## config.mk

```make
export PLATFORM = sky130hd
export DESIGN_NAME = cache_mem_arbiter_flat
export DESIGN_NICKNAME = d
export VERILOG_FILES = /design/src/rtl/cache_mem_arbiter_pkg.sv /design/src/rtl/cache_mem_arbiter_if.sv /design/src/rtl/cache_mem_arbiter_rr.sv /design/src/rtl/cache_mem_arbiter.sv /design/src/flat_wrapper.sv
export SDC_FILE = /design/constraint.sdc
export NUM_CORES = 1
export LEC_CHECK = 0
export ABC_AREA = 1
export ABC_CLOCK_PERIOD_IN_PS = 1600
export CAP_MARGIN = 40
export CORE_MARGIN = 2
export CORE_UTILIZATION = 29
export DETAILED_ROUTE_END_ITERATION = 7
export PLACE_DENSITY = 0.83
export SETUP_SLACK_MARGIN = 0.1
export SKIP_CTS_REPAIR_TIMING = 1
export SLEW_MARGIN = 0
export SYNTH_ARGS = -nofsm -noshare
export SYNTH_HDL_FRONTEND = slang
export SYNTH_SLANG_ARGS = --single-unit
```

## constraint.sdc

```tcl
create_clock -name clk -period 1.6 [get_ports clk]
set_clock_uncertainty 0.2 [all_clocks]
set_input_delay 0.4 -clock clk [delete_from_list [all_inputs] [get_ports clk]]
set_output_delay 0.4 -clock clk [all_outputs]
set_load 0.005 [all_outputs]
```

## src/rtl/cache_mem_arbiter_pkg.sv

```systemverilog
// cache_pkg: shared arbiter state encodings and cache line geometry
package cache_pkg;
  localparam int LINE_BEATS = 8;
  localparam int OFFSET_W = 5;
  typedef enum logic [1:0] {IDLE, IC_RD, DC_RD, DC_WR} arb_state_e;
  typedef enum logic {ADDR, WAIT} arb_phase_e;
endpackage

```

## src/rtl/cache_mem_arbiter_if.sv

```systemverilog
// cache_mem_arbiter_if: icache, dcache and sram-like memory signals around the arbiter
interface cache_mem_arbiter_if #(parameter int ADDR_W = 32);
  logic              ic_req;
  logic [ADDR_W-1:0] ic_addr;
  logic              ic_gnt, ic_rvalid, ic_last;
  logic [31:0]       ic_rdata;
  logic              dc_req, dc_wr;
  logic [ADDR_W-1:0] dc_addr;
  logic [31:0]       dc_wdata;
  logic              dc_gnt, dc_wready, dc_rvalid, dc_last, dc_bdone;
  logic [31:0]       dc_rdata;
  logic              m_req, m_wr;
  logic [ADDR_W-1:0] m_addr;
  logic [31:0]       m_wdata;
  logic              m_addr_ok, m_data_ok;
  logic [31:0]       m_rdata;
  modport master (
    output ic_req, ic_addr, dc_req, dc_wr, dc_addr, dc_wdata, m_addr_ok, m_data_ok, m_rdata,
    input  ic_gnt, ic_rvalid, ic_rdata, ic_last, dc_gnt, dc_wready, dc_rvalid, dc_rdata,
           dc_last, dc_bdone, m_req, m_wr, m_addr, m_wdata
  );
  modport slave (
    input  ic_req, ic_addr, dc_req, dc_wr, dc_addr, dc_wdata, m_addr_ok, m_data_ok, m_rdata,
    output ic_gnt, ic_rvalid, ic_rdata, ic_last, dc_gnt, dc_wready, dc_rvalid, dc_rdata,
           dc_last, dc_bdone, m_req, m_wr, m_addr, m_wdata
  );
endinterface

```

## src/rtl/cache_mem_arbiter_rr.sv

```systemverilog
// cache_arb_rr: two-input round-robin picker (bit 0 icache, bit 1 dcache) with last-served register
module cache_arb_rr (
  input  logic       clk,
  input  logic       resetn,
  input  logic       en,
  input  logic [1:0] req,
  output logic [1:0] gnt
);
  logic last_q, last_d;
  always_comb begin
    gnt = en ? ((req == 2'b11) ? (last_q ? 2'b01 : 2'b10) : req) : 2'b00;
    last_d = (gnt == 2'b00) ? last_q : gnt[1];
  end
  // Reset marks icache as last served so dcache wins the first tie
  always_ff @(posedge clk) last_q <= !resetn ? 1'b0 : last_d;
endmodule

```

## src/rtl/cache_mem_arbiter.sv

```systemverilog
// cache_mem_arbiter: arbitrates icache/dcache line bursts onto one sram-like memory port
module cache_mem_arbiter #(
  parameter int ADDR_W = 32,
  parameter int LINE_BEATS = cache_pkg::LINE_BEATS
) (
  input logic clk,
  input logic resetn,
  cache_mem_arbiter_if.slave bus
);
  import cache_pkg::*;
  arb_state_e        state_q, state_d;
  arb_phase_e        phase_q, phase_d;
  logic [2:0]        beat_q, beat_d;
  logic [ADDR_W-1:0] addr_q, addr_d;
  logic              first_q, first_d;
  logic [1:0]        pick;
  logic              last_beat, addr_acc, data_acc;
  cache_arb_rr u_rr (
    .clk(clk), .resetn(resetn), .en(state_q == IDLE), .req({bus.dc_req, bus.ic_req}), .gnt(pick)
  );
  always_comb begin
    last_beat = beat_q == 3'(LINE_BEATS - 1);
    addr_acc = state_q != IDLE && phase_q == ADDR && bus.m_addr_ok;
    data_acc = state_q != IDLE && phase_q == WAIT && bus.m_data_ok;
    state_d = state_q;
    phase_d = phase_q;
    beat_d = beat_q;
    addr_d = addr_q;
    first_d = 1'b0;
    if (state_q == IDLE) begin
      state_d = pick[1] ? (bus.dc_wr ? DC_WR : DC_RD) : (pick[0] ? IC_RD : IDLE);
      addr_d = pick[1] ? bus.dc_addr : (pick[0] ? bus.ic_addr : addr_q);
      phase_d = ADDR;
      first_d = |pick;
    end else if (addr_acc) begin
      phase_d = WAIT;
    end else if (data_acc) begin
      phase_d = ADDR;
      beat_d = beat_q + 3'd1;
      state_d = last_beat ? IDLE : state_q;
    end
  end
  // Beat address wraps inside the line, critical word first
  always_comb begin
    bus.m_req = state_q != IDLE && phase_q == ADDR;
    bus.m_wr = bus.m_req && state_q == DC_WR;
    bus.m_addr = bus.m_req ? {addr_q[ADDR_W-1:OFFSET_W], addr_q[OFFSET_W-1:2] + beat_q, 2'b00} : '0;
    bus.m_wdata = bus.m_wr ? bus.dc_wdata : '0;
    bus.ic_gnt = first_q && state_q == IC_RD;
    bus.dc_gnt = first_q && (state_q == DC_RD || state_q == DC_WR);
    bus.ic_rvalid = data_acc && state_q == IC_RD;
    bus.dc_rvalid = data_acc && state_q == DC_RD;
    bus.ic_rdata = bus.ic_rvalid ? bus.m_rdata : '0;
    bus.dc_rdata = bus.dc_rvalid ? bus.m_rdata : '0;
    bus.ic_last = bus.ic_rvalid && last_beat;
    bus.dc_last = bus.dc_rvalid && last_beat;
    bus.dc_wready = addr_acc && state_q == DC_WR;
    bus.dc_bdone = data_acc && state_q == DC_WR && last_beat;
  end
  always_ff @(posedge clk) begin
    if (!resetn) begin
      state_q <= IDLE;
      phase_q <= ADDR;
      beat_q <= '0;
      addr_q <= '0;
      first_q <= 1'b0;
    end else begin
      state_q <= state_d;
      phase_q <= phase_d;
      beat_q <= beat_d;
      addr_q <= addr_d;
      first_q <= first_d;
    end
  end
endmodule

```

## src/flat_wrapper.sv

```systemverilog
// flat-port wrapper written by rule: the top's interface ports become plain ports
module cache_mem_arbiter_flat import cache_pkg::*;
#(
  parameter int ADDR_W = 32,
  parameter int LINE_BEATS = cache_pkg::LINE_BEATS
)
  (clk, resetn, bus_ic_req, bus_ic_addr, bus_dc_req, bus_dc_wr, bus_dc_addr, bus_dc_wdata, bus_m_addr_ok, bus_m_data_ok, bus_m_rdata, bus_ic_gnt, bus_ic_rvalid, bus_ic_rdata, bus_ic_last, bus_dc_gnt, bus_dc_wready, bus_dc_rvalid, bus_dc_rdata, bus_dc_last, bus_dc_bdone, bus_m_req, bus_m_wr, bus_m_addr, bus_m_wdata);
  cache_mem_arbiter_if #(.ADDR_W(ADDR_W)) bus_i ();
  input logic clk;
  input logic resetn;
  input wire logic [$bits(bus_i.ic_req)-1:0] bus_ic_req;
  input wire logic [$bits(bus_i.ic_addr)-1:0] bus_ic_addr;
  input wire logic [$bits(bus_i.dc_req)-1:0] bus_dc_req;
  input wire logic [$bits(bus_i.dc_wr)-1:0] bus_dc_wr;
  input wire logic [$bits(bus_i.dc_addr)-1:0] bus_dc_addr;
  input wire logic [$bits(bus_i.dc_wdata)-1:0] bus_dc_wdata;
  input wire logic [$bits(bus_i.m_addr_ok)-1:0] bus_m_addr_ok;
  input wire logic [$bits(bus_i.m_data_ok)-1:0] bus_m_data_ok;
  input wire logic [$bits(bus_i.m_rdata)-1:0] bus_m_rdata;
  output wire logic [$bits(bus_i.ic_gnt)-1:0] bus_ic_gnt;
  output wire logic [$bits(bus_i.ic_rvalid)-1:0] bus_ic_rvalid;
  output wire logic [$bits(bus_i.ic_rdata)-1:0] bus_ic_rdata;
  output wire logic [$bits(bus_i.ic_last)-1:0] bus_ic_last;
  output wire logic [$bits(bus_i.dc_gnt)-1:0] bus_dc_gnt;
  output wire logic [$bits(bus_i.dc_wready)-1:0] bus_dc_wready;
  output wire logic [$bits(bus_i.dc_rvalid)-1:0] bus_dc_rvalid;
  output wire logic [$bits(bus_i.dc_rdata)-1:0] bus_dc_rdata;
  output wire logic [$bits(bus_i.dc_last)-1:0] bus_dc_last;
  output wire logic [$bits(bus_i.dc_bdone)-1:0] bus_dc_bdone;
  output wire logic [$bits(bus_i.m_req)-1:0] bus_m_req;
  output wire logic [$bits(bus_i.m_wr)-1:0] bus_m_wr;
  output wire logic [$bits(bus_i.m_addr)-1:0] bus_m_addr;
  output wire logic [$bits(bus_i.m_wdata)-1:0] bus_m_wdata;
  assign bus_i.ic_req = bus_ic_req;
  assign bus_i.ic_addr = bus_ic_addr;
  assign bus_i.dc_req = bus_dc_req;
  assign bus_i.dc_wr = bus_dc_wr;
  assign bus_i.dc_addr = bus_dc_addr;
  assign bus_i.dc_wdata = bus_dc_wdata;
  assign bus_i.m_addr_ok = bus_m_addr_ok;
  assign bus_i.m_data_ok = bus_m_data_ok;
  assign bus_i.m_rdata = bus_m_rdata;
  assign bus_ic_gnt = bus_i.ic_gnt;
  assign bus_ic_rvalid = bus_i.ic_rvalid;
  assign bus_ic_rdata = bus_i.ic_rdata;
  assign bus_ic_last = bus_i.ic_last;
  assign bus_dc_gnt = bus_i.dc_gnt;
  assign bus_dc_wready = bus_i.dc_wready;
  assign bus_dc_rvalid = bus_i.dc_rvalid;
  assign bus_dc_rdata = bus_i.dc_rdata;
  assign bus_dc_last = bus_i.dc_last;
  assign bus_dc_bdone = bus_i.dc_bdone;
  assign bus_m_req = bus_i.m_req;
  assign bus_m_wr = bus_i.m_wr;
  assign bus_m_addr = bus_i.m_addr;
  assign bus_m_wdata = bus_i.m_wdata;
  cache_mem_arbiter #(.ADDR_W(ADDR_W), .LINE_BEATS(LINE_BEATS)) u_core (.clk(clk), .resetn(resetn), .bus(bus_i));
endmodule
```

==> flow_summary_export.csv <==
group,metric,value,unit
synthesis,ys_ff_latch,38,
cts,cts.clk_slew.worst_paths,0.09,ns
critical_path,reg2reg_from,"u_core.state_q[1]$_SDFFE_PN0P_",
grt,grt_max_degree,36,
critical_path,cp-start-kind,"flip-flop",
sta,fmaxAchievable,0.427,GHz
die,ios,273,
power,combPwrFrac,64.5,%
cts,numCtsBuffers,5,
synthesis,netlist_instances,569,
detailed_routing,routed_wl,17000,um
detailed_routing,firstDrtPassIters,4,
synthesis,synth_top_cell_by_area,"dfxtp_1",
final_layout,drive_above_1_share,47.7,%
die,die_width,107,um
power,power.density,759,nW/um^2
final_layout,multi_input_area,2510,um^2
worst_hold_path,hp-class,"flip-flop to flip-flop",
sta,fin_crit,2.34,ns
run_status,status,"complete, but fails checks",
synthesis,syn_avg_cell_area,5.37,um^2
critical_path,r2r-end,"u_core.addr_q[31]$_SDFFE_PN0P_",
final_layout,fin_util,74.2,%
sta,final.setup.tns,-83.63,ns
die,initial_utilization,29.7,%
critical_path,worstPathRequired,1.00,ns
power,switchingPower,2.39,mW
detailed_routing,wl_per_cell,16.2,um
critical_path,worstSetupStartpoint,"u_core.state_q[1]$_SDFFE_PN0P_",
synthesis,syn_area,3050,um^2
detailed_routing,drcViolationCount,0,
power,switching_share,41.3,%
sta,slew_violations,0,
placed_design,placed_area,6670,um^2
critical_path,critPathMaxFanout,6,
cts,cts_htree_levels,2,
sta,holdWs,0.278,ns
worst_hold_path,worstHoldStart,"u_core.addr_q[10]$_SDFFE_PN0P_",
placed_design,gp_congestion,0.892,
grt,use_met1,23.6,%
grt,met3_usage,4.98,%
grt,top_usage_layer,"met2",
die,dieArea,11400,um^2
job,cap_violations,0,
critical_path,endpoint_kind,"output pin",
synthesis,yosysUniqueCellTypes,21,
cts,cts_buffer_depth,2,
placed_design,place_inst,980,
grt,gr-total-overflow,0,
synthesis,ys_warn_count,0,
final_layout,area.growth.synth_to_final,150,%
grt,grt_pass1_vias,4047,
die,row_count,37,
critical_path,crit_type,"flip-flop to output pin",
final_layout,layout.nets,1047,
cts,clock_tree.root_cell,"clkbuf_8",
synthesis,netlist.area_leader.share,24.9,%
run_status,violations,"setup timing",
sta,setup_viol,170,
grt,grt_usage,22.0,%
power,seqPwrFrac,22.1,%
detailed_routing,routed_via_density,4.66,
cts,cts_tree,"yes",
die,die_y,107,um
sta,worst_slack,-0.741,ns
grt,grt_pass1_wl,20100,um
cts,clkSinkCount,38,
power,p_leak,3.83,nW
detailed_routing,postRouteAntennaNets,0,
critical_path,reg2reg_depth,10,
final_layout,final_cells,1046,
final_layout,n_fill_cell,752,
power,total_power,5.79,mW
power,p_int,3.40,mW
sta,rsz0062_at_grt,"true",
placed_design,port_buffers,266,
grt,grt_antenna_before_repair,1,
die,core,10300,um^2
power,ir_drop,0.587,mV
grt,grtUsageMet2,43.1,%
final_layout,ff_latch_area,776,um^2
detailed_routing,vias,4876,
placed_design,dp_slack,-1.09,ns
detailed_routing,drtIter0Drc,325,
sta,finalHoldViolCount,0,
synthesis,synth_area_leaders,"dfxtp_1 (25%), inv_1 (20%), nor2_1 (17%), nand3_1 (10%), nand4_1 (6.1%)",
critical_path,rrSetupSlack,-0.43,ns
cts,clk_latency,0.29,ns
sta,min_period_over_period,146,%
critical_path,endpoint,"bus_dc_rdata[23]",
power,power.share.clock,13.4,%
critical_path,critPathArrivalTime,1.74,ns
synthesis,ys_seq_area_share,24.9,%
final_layout,stdcell_area,7630,um^2
placed_design,hpwl,10700,um
layer usage:
metal,up-vias,wire [um]
met4,0,694
met2,201,9350
met3,42,1110
met5,-,0
li1,2368,-
met1,2265,5840
kinds of logic after synthesis:
| family | Yosys count | synth area share (%) |
|---|---|---|
| DFF | 38 | 24.9 |
| other | 1 | 0.123 |
| xor gates and xnor gates | 1 | 0.287 |
| adders and majority gates | 4 | 1.88 |
| and+or+nand+nor | 278 | 39.9 |
| AOI/OAI and AO/OA | 43 | 7.13 |
| buffers and inverters | 204 | 25.8 |
power groups by stage:
stage               registers [mW]  logic, mW  clock network (mW)
global route                  1.30       3.98               0.820
detailed placement            1.28       2.51                   0
global placement              1.27       2.48                   0
CTS                           1.26       2.52               0.791
finish                        1.28       3.73               0.773
floorplan                     1.27       1.35                   0
placed cells by master (no fill, tap or decap), types with 10 or more instances in the layout:
| cell type | count |
|---|---|
| nand3_2 | 18 |
| a21oi_1 | 10 |
| buf_6 | 39 |
| nor2_4 | 50 |
| clkdlybuf4s50_1 | 129 |
| buf_4 | 36 |
| nor2_1 | 37 |
| a21oi_2 | 25 |
| dfxtp_1 | 34 |
| nand2_1 | 38 |
| clkbuf_16 | 13 |
| buf_2 | 63 |
| nand4_1 | 30 |
| nor2_2 | 52 |
| inv_1 | 158 |
| buf_12 | 15 |
| clkbuf_2 | 64 |
| nand3_4 | 18 |
| nand3_1 | 27 |
critical path: stages (launching register included):
cell and delay (ns):
dfxtp_4 0.38, inv_4 0.04, nor3_4 0.23, clkinv_4 0.16, buf_6 0.16, clkbuf_16 0.15, buf_6 0.11, nor2_4 0.10
clkbuf_2 0.12
worst min path at each step:
| stage | to | slack [ns] | cells after the start |
|---|---|---|---|
| 6_report | u_core.addr_q[10]$_SDFFE_PN0P_ | 0.28 | 2 |
| 2_1_floorplan | u_core.beat_q[0]$_SDFFE_PN0P_ | 0.25 | 1 |
| 5_1_grt | u_core.addr_q[27]$_SDFFE_PN0P_ | 0.29 | 2 |
| 4_1_cts | u_core.u_rr.last_q$_SDFFE_PN0P_ | 0.28 | 2 |
| 3_5_place_dp | u_core.u_rr.last_q$_SDFFE_PN0P_ | 0.27 | 2 |
| 3_3_place_gp | u_core.u_rr.last_q$_SDFFE_PN0P_ | 0.26 | 2 |
final cells by class:
type	count	area share (%)
Antenna cell	1	0.0328
Timing Repair Buffer	370	44.7
Clock inverter	2	0.197
Clock buffer	6	1.23
Tap cell	136	2.23
Multi-Input combinational cell	328	32.9
Sequential cell	38	10.2
Inverter	165	8.55
Yosys cell counts:
cell and n:
buf_4 3, fa_1 1, buf_2 3, clkbuf_1 26, buf_6 1, conb_1 1
a21boi_0 1, xor2_1 1, nor3_1 2, inv_1 165, nand3_1 61, nand2_1 44
dfxtp_1 38, buf_1 6, a21oi_1 35, o21ai_0 7, nor2_4 1, nand4_1 30
nand3_2 2, ha_1 3, nor2_1 138
state kept, by name, indices dropped and copies added, names as in the netlist:
register            cells
u_core.phase_q          1
u_core.beat_q           3
u_core.u_rr.last_q      1
u_core.state_q          2
u_core.first_q          1
u_core.addr_q          30
(Power assumes the default switching activity.)
